[config.mk]
export PLATFORM = sky130hd
export DESIGN_NAME = mram_access_arbiter
export DESIGN_NICKNAME = d
export VERILOG_FILES = /design/src/rtl/mram_access_arbiter.sv
export SDC_FILE = /design/constraint.sdc
export NUM_CORES = 1
export LEC_CHECK = 0
export ABC_AREA = 0
export CAP_MARGIN = 25
export CORE_MARGIN = 3
export CORE_UTILIZATION = 40
export DETAILED_ROUTE_END_ITERATION = 12
export PLACE_DENSITY_LB_ADDON = 0.3
export SLEW_MARGIN = 5
export SYNTH_ARGS = -nofsm -noshare
export SYNTH_HDL_FRONTEND = slang
export SYNTH_SLANG_ARGS = --single-unit
export TNS_END_PERCENT = 20
[constraint.sdc]
create_clock -name clk -period 2.7 [get_ports clk]
set_clock_uncertainty 0.1 [all_clocks]
set_input_delay 0.27 -clock clk [delete_from_list [all_inputs] [get_ports clk]]
set_output_delay 0.27 -clock clk [all_outputs]
set_load 0.005 [all_outputs]
[src/rtl/mram_access_arbiter.sv]
// mram_access_arbiter: round-robin arbiter for two requesters sharing one MRAM port
// Runs each granted command through SETUP, ACCESS and HOLD phases and drives the
// active-low MRAM strobes from registers. Read data is captured at the end of ACCESS.
// Ports:
//   clk, rst                      clock, asynchronous active-high reset
//   req/we/be/addr/wdata 0 and 1  requester commands (req held until gnt)
//   gnt0/gnt1, done0/done1        single-cycle accept / completion pulses
//   rdata, busy                   captured read data, non-idle flag
//   mram_addr, mram_dq_out/in     MRAM address and data
//   chip_en, write_en, out_en     E, W, G strobes (active low)
//   lower_byte_en, upper_byte_en  LB, UB byte strobes (active low)
module mram_access_arbiter #(
    parameter int ADDR_W   = 20,
    parameter int DATA_W   = 16,
    parameter int T_SETUP  = 1,
    parameter int T_ACCESS = 3,
    parameter int T_HOLD   = 1
) (
    input  logic              clk,
    input  logic              rst,
    input  logic              req0,
    input  logic              req1,
    input  logic              we0,
    input  logic              we1,
    input  logic [1:0]        be0,
    input  logic [1:0]        be1,
    input  logic [ADDR_W-1:0] addr0,
    input  logic [ADDR_W-1:0] addr1,
    input  logic [DATA_W-1:0] wdata0,
    input  logic [DATA_W-1:0] wdata1,
    output logic              gnt0,
    output logic              gnt1,
    output logic              done0,
    output logic              done1,
    output logic [DATA_W-1:0] rdata,
    output logic              busy,
    output logic [ADDR_W-1:0] mram_addr,
    output logic [DATA_W-1:0] mram_dq_out,
    input  logic [DATA_W-1:0] mram_dq_in,
    output logic              chip_en,
    output logic              write_en,
    output logic              out_en,
    output logic              lower_byte_en,
    output logic              upper_byte_en
);
    localparam int T_MAX = (T_SETUP > T_ACCESS) ? ((T_SETUP > T_HOLD) ? T_SETUP : T_HOLD)
                                                : ((T_ACCESS > T_HOLD) ? T_ACCESS : T_HOLD);
    localparam int CW = $clog2(T_MAX + 1);

    typedef enum logic [1:0] {IDLE, SETUP, ACCESS, HOLD} state_t;

    state_t            state, state_n;
    logic [CW-1:0]     cnt, cnt_n;
    logic              last, last_n, owner, owner_n, wr, wr_n, win;
    logic              gnt0_n, gnt1_n, done0_n, done1_n;
    logic              ce_n, we_n, oe_n, lb_n, ub_n;
    logic [DATA_W-1:0] rdata_n, dq_n;
    logic [ADDR_W-1:0] addr_n;

    // cnt holds the cycles left in the current phase; each transition reloads it
    always_comb begin
        state_n = state;
        cnt_n   = (state == IDLE) ? cnt : cnt - CW'(1);
        last_n  = last;
        owner_n = owner;
        wr_n    = wr;
        win     = 1'b0;
        gnt0_n  = 1'b0;
        gnt1_n  = 1'b0;
        done0_n = 1'b0;
        done1_n = 1'b0;
        ce_n    = chip_en;
        we_n    = write_en;
        oe_n    = out_en;
        lb_n    = lower_byte_en;
        ub_n    = upper_byte_en;
        rdata_n = rdata;
        addr_n  = mram_addr;
        dq_n    = mram_dq_out;
        case (state)
            IDLE: if (req0 | req1) begin
                // on a tie the requester not granted last time wins
                win     = (req0 & req1) ? ~last : req1;
                state_n = SETUP;
                cnt_n   = CW'(T_SETUP - 1);
                last_n  = win;
                owner_n = win;
                wr_n    = win ? we1 : we0;
                addr_n  = win ? addr1 : addr0;
                dq_n    = win ? wdata1 : wdata0;
                lb_n    = ~(win ? be1[0] : be0[0]);
                ub_n    = ~(win ? be1[1] : be0[1]);
                gnt0_n  = ~win;
                gnt1_n  = win;
                ce_n    = 1'b0;
            end
            SETUP: if (cnt == '0) begin
                state_n = ACCESS;
                cnt_n   = CW'(T_ACCESS - 1);
                we_n    = ~wr;
                oe_n    = wr;
            end
            ACCESS: if (cnt == '0) begin
                state_n = HOLD;
                cnt_n   = CW'(T_HOLD - 1);
                we_n    = 1'b1;
                oe_n    = 1'b1;
                // a read with no byte enabled transfers nothing, so rdata is kept
                if (!wr && !(lower_byte_en && upper_byte_en))
                    rdata_n = mram_dq_in;
            end
            HOLD: if (cnt == '0) begin
                state_n = IDLE;
                ce_n    = 1'b1;
                lb_n    = 1'b1;
                ub_n    = 1'b1;
                done0_n = ~owner;
                done1_n = owner;
            end
            default: state_n = IDLE;
        endcase
    end

    always_ff @(posedge clk or posedge rst) begin
        if (rst) begin
            state         <= IDLE;
            cnt           <= '0;
            last          <= 1'b1;
            owner         <= 1'b0;
            wr            <= 1'b0;
            gnt0          <= 1'b0;
            gnt1          <= 1'b0;
            done0         <= 1'b0;
            done1         <= 1'b0;
            busy          <= 1'b0;
            rdata         <= '0;
            mram_addr     <= '0;
            mram_dq_out   <= '0;
            chip_en       <= 1'b1;
            write_en      <= 1'b1;
            out_en        <= 1'b1;
            lower_byte_en <= 1'b1;
            upper_byte_en <= 1'b1;
        end else begin
            state         <= state_n;
            cnt           <= cnt_n;
            last          <= last_n;
            owner         <= owner_n;
            wr            <= wr_n;
            gnt0          <= gnt0_n;
            gnt1          <= gnt1_n;
            done0         <= done0_n;
            done1         <= done1_n;
            busy          <= (state_n != IDLE);
            rdata         <= rdata_n;
            mram_addr     <= addr_n;
            mram_dq_out   <= dq_n;
            chip_en       <= ce_n;
            write_en      <= we_n;
            out_en        <= oe_n;
            lower_byte_en <= lb_n;
            upper_byte_en <= ub_n;
        end
    end
endmodule
==> Word-level counts from Yosys, hierarchy flattened <==
Cells that the tools add are included.
{ "word_totals": {"register_bits": 69, "word_cells": 82} }
{ "classes": {"n_addsub": 1, "n_eq_ne": 7, "muxes": 35, "n_bitwise": 8, "reduce_logical": 13} }
{ "ops": {"columns": ["cell", "n"], "rows": [
  ["two-way mux 20 bit", 1],
  ["two-way mux 1 bit", 18],
  ["two-way mux 16 bit", 1],
  ["two-way mux 2 bit", 8],
  ["one-hot mux 1 bit (2 select lines)", 5],
  ["AND reduction 3 bit", 3],
  ["one-hot mux 2 bit (4 select lines)", 1],
  ["inequality test 2 bit (second input constant)", 3],
  ["inverter 1 bit", 6],
  ["one-hot mux 2 bit (3 select lines)", 1],
  ["nonzero test 2 bit", 3],
  ["== test 2 bit (second input constant)", 2],
  ["logical NOT 2 bit", 2],
  ["== test 2 x 1 -> 1 bit (second input constant)", 1],
  ["logical AND 1 bit", 2],
  ["logical NOT 1 bit", 2],
  ["inequality test 2 x 1 -> 1 bit (second input constant)", 1],
  ["AND reduction 2 bit", 1],
  ["subtractor 2 x 1 -> 2 bit (second input constant)", 1],
  ["bitwise AND 1 bit", 1],
  ["OR 1 bit", 1]
]} }

==> Logic depth before layout (Yosys ltp) <==
{ "depth": {"depth_word": 6, "depth_mapped": 7, "depth_no_buf": 5} }

==> Worst setup path before layout <==
OpenSTA, ideal clock, no wires.
{ "synth_timing": {"path_type": "reg2reg", "start": "reg state[0]", "end": "reg rdata[0]", "setup_time_ps": 125, "arrival_time_ps": 1652, "setup_slack_ps": 823, "path_stages_with_launch": 8, "n_path_buf": 2, "period_less_slack_ps": 1877, "cell_sequence": "dfrtp_1 > inv_1 > ha_1 > buf_6 > nand2_4 > a211oi_4 > buf_8 > mux2_2"} }
{ "synth_between": {"elab_chain_len": 2} }
{ "synth_rtl": {"columns": ["item", "line", "text"], "rows": [
  ["from (decl)", "52", "state_t state, state_n;"],
  ["from (signal assigned)", "145", "state <= state_n;"],
  ["== test 2 bit", "80", "case (state)"],
  ["AND reduction 3 bit (no line)", null, null],
  ["to (signal assigned)", "155", "rdata <= rdata_n;"],
  ["to (decl)", "35", "output logic [DATA_W-1:0] rdata,"]
]} }
No other way between the ends.
A chain may end at the register's enable or synchronous reset.

==> Final worst setup path <==
{ "layout_timing": {"start": "reg state[1]", "end": "reg busy"} }
{ "layout_between": {"elab_chain_len": 3} }
{ "layout_rtl": {"columns": ["item", "line", "text"], "rows": [
  ["== test 2 bit (tied with other cells)", "80", null],
  ["one-hot mux 2 bit (4 select lines) (*)", "80", null],
  ["nonzero test 2 bit (*)", "154", "busy <= (state_n != IDLE);"],
  ["to (signal assigned)", "154", null],
  ["to (decl)", "36", "output logic busy,"]
]} }
Every way passes the cells marked *; elsewhere a longest branch is shown, timed or not.

==> run_results.csv <==
group,metric,value,unit
sta,timing.fmax,447,MHz
critical_path,crit_chain,"inv_1 -> ha_1 -> nor3b_1 -> o21ai_0 -> a221o_1",
yosys,synth_flop_cell,"dfrtp_1",
clock_tree,postCtsSetupBuffers,0,
detailed_routing,drc,0,
yosys,synth_area_per_cell,11.5,um2
yosys,post_synth_num_cell_types,34,
floorplan,die_area,0.00899,mm2
placement,place_congestion,0.778,
detailed_routing,dr.pass1.iters,4,
power,irDropWorstVdd,0.000511,V
clock_tree,clockBufferDepth,2,
sta,post-route-min-period,2240,ps
flow_run,drv_cap,0,
sta,fin_hold_ws,249,ps
sta,period_share,82.9,%
global_route,grt.total_usage,17.7,%
sta,slew_viol_final,0,
clock_tree,cts_resized,0,
final_layout,num_antenna_cells,0,
clock_tree,cts-root-buf,"clkbuf_8",
placement,hpwl,6210,um
critical_path,critPathLaunchType,"register",
critical_path,cp_slowest_stage_delay,520,ps
global_route,grt_pass1_wl,12300,um
yosys,synthArstFlopShare,100,%
clock_tree,clkSlewWorstSetupHoldPaths,80,ps
sta,worst-slew-pin-transition,638,ps
detailed_routing,wirelength,8040,um
clock_tree,cts.sinks,69,
critical_path,crit_cells,5,
floorplan,die_w,94.8,um
clock_tree,postCtsHoldBufs,0,
detailed_routing,ant_nets,0,
placement,port_buffers,159,
detailed_routing,vias_per_cell,4.78,
final_layout,final_common_cell,"clkdlybuf4s50_1",
critical_path,cp_top_family,"compound AO/OA/AOI/OAI gates",
critical_path,crit_start,"state[1]$_DFF_PP0_",
critical_path,critical_path.max_fanout,12,
floorplan,fp.coreArea,0.00745,mm2
sta,finalSetupViolations,0,
hold_path,hold_class,"primary input to async pin",
final_layout,drive_above_1_share,12.6,%
yosys,yosysWarnings,0,
critical_path,worstPathRequired,2820,ps
clock_tree,cts_buffers,9,
critical_path,arrival,2350,ps
global_route,grt_max_degree,60,
detailed_routing,vias,2569,
yosys,yosysSeqAreaShare,54.9,%
critical_path,slowest_stage,"nor3b_1",
global_route,antenna_found_initial,0,
clock_tree,clk_latency,330,ps
critical_path,reg2reg_slack,460,ps
yosys,syn-num-nets,378,
status,outcome,"completed",
detailed_routing,drt_iter0_markers,52,
critical_path,endpoint_kind,"register",
yosys,netlist_instances,274,
floorplan,rows,31,
critical_path,reg2reg_depth,5,
sta,slew_headroom,57.4,%
sta,rsz0062_at_grt,"no",
sta,finalHoldViolations,0,
final_layout,nets,537,
critical_path,crit_type,"register to register",
power,p_leak,2.17,nW
floorplan,io_pins,160,
yosys,synth-seq-cells,69,
critical_path,path_buf_inv,1,
global_route,globalRouteOverflowTotal,0,
critical_path,timing.rr.start,"state[1]$_DFF_PP0_",
detailed_routing,wl_per_cell,15.0,um
sta,tns,0,ps
yosys,syn_area,0.00316,mm2
clock_tree,h-tree-depth,3,
floorplan,initial_core_util,42.4,%
floorplan,die_h,94.8,um
global_route,grt_pass1_vias,2584,
clock_tree,tritoncts,"built",
yosys,synth_edf_count,0,
final_layout,syn_to_final_growth,59.5,%
power,power.density,979,mW/mm2
final_layout,final_cell_mix,"clkdlybuf4s50_1 (159), dfrtp_1 (63), nand2_1 (39), o21ai_0 (39), mux2i_1 (37)",
[report_power, final]
part           total [mW]  internal, mW  switching (mW)  leakage, nW
registers            1.82          1.55           0.270        0.845
clock network       0.809         0.425           0.384       0.0923
logic                2.30          1.37           0.931         1.23
total                4.93          3.34            1.58         2.17
[stage by stage]
stage	util (%)	setup WS (ps)	std cells	cell area [um2]	power, mW
5_1_grt	67.6	248	537	5030	5.30
2_1_floorplan	-	600	274	3160	2.89
3_3_place_gp	65.0	571	521	4840	4.09
4_1_cts	67.6	489	537	5030	4.99
6_report	67.6	463	537	5030	4.93
3_5_place_dp	65.0	503	521	4840	4.17
[synthesized netlist by cell type (3+ instances only)]
master / instances / share of area [%]
ha_1: 6 / 2.4
buf_6: 5 / 1.8
a21o_1: 3 / 0.71
buf_2: 7 / 1.1
o21ai_0: 40 / 6.3
dfstp_2: 6 / 5.0
mux2i_1: 37 / 12
nand2_1: 39 / 4.6
nor3_1: 3 / 0.48
dfrtp_1: 63 / 50
clkbuf_1: 4 / 0.48
a21oi_1: 5 / 0.79
mux2_2: 19 / 6.8
inv_1: 5 / 0.59
nor2_1: 11 / 1.3
[worst register-to-register path: stages (launching register included)]
cell,delay [ps]
dfrtp_1,420
inv_1,90
ha_1,430
nor3b_1,520
o21ai_0,220
a221o_1,340
[layer usage]
metal  global-route usage (%)  up-vias  routed length, um
li1                         -     1262                  -
met3                     7.97        6                941
met2                     29.6      110               3800
met4                     3.97        0                 49
met1                     21.0     1191               3250
met5                        0        -                  0
[cell families (layout without fill, tap and decap cells)]
logic type      after synthesis  after routing  share of synthesized area [%]
fa+ha+maj                     6              6                           2.38
buf+inv                      22            186                           4.44
mux                          56             56                           18.5
flops                        69             69                           54.9
simple gates                 62             62                           8.52
compound gates               59             59                           11.2
[final cells by class]
type	count	area, um2
Tap cell	99	124
Timing Repair Buffer	165	1660
Clock buffer	10	128
Inverter	5	18.8
Clock inverter	6	63.8
Multi-Input combinational cell	183	1310
Fill cell	596	2410
Sequential cell	69	1730
[registers in the layout (all words and copies together) (netlist names), 2 cells and up]
name,flops
mram_addr,20
mram_dq_out,16
state,2
rdata,16
cnt,2
[final timing paths]
kind	to
min in group clk	done0$_DFF_PP0_
setup / recovery	busy$_DFF_PP0_
setup reg to reg	busy$_DFF_PP0_
hold reg to reg	done0$_DFF_PP0_
hold / removal	rdata[0]$_DFFE_PP0P_
max in group asynchronous	chip_en$_DFFE_PP1P_
(Power assumes the default switching activity.)
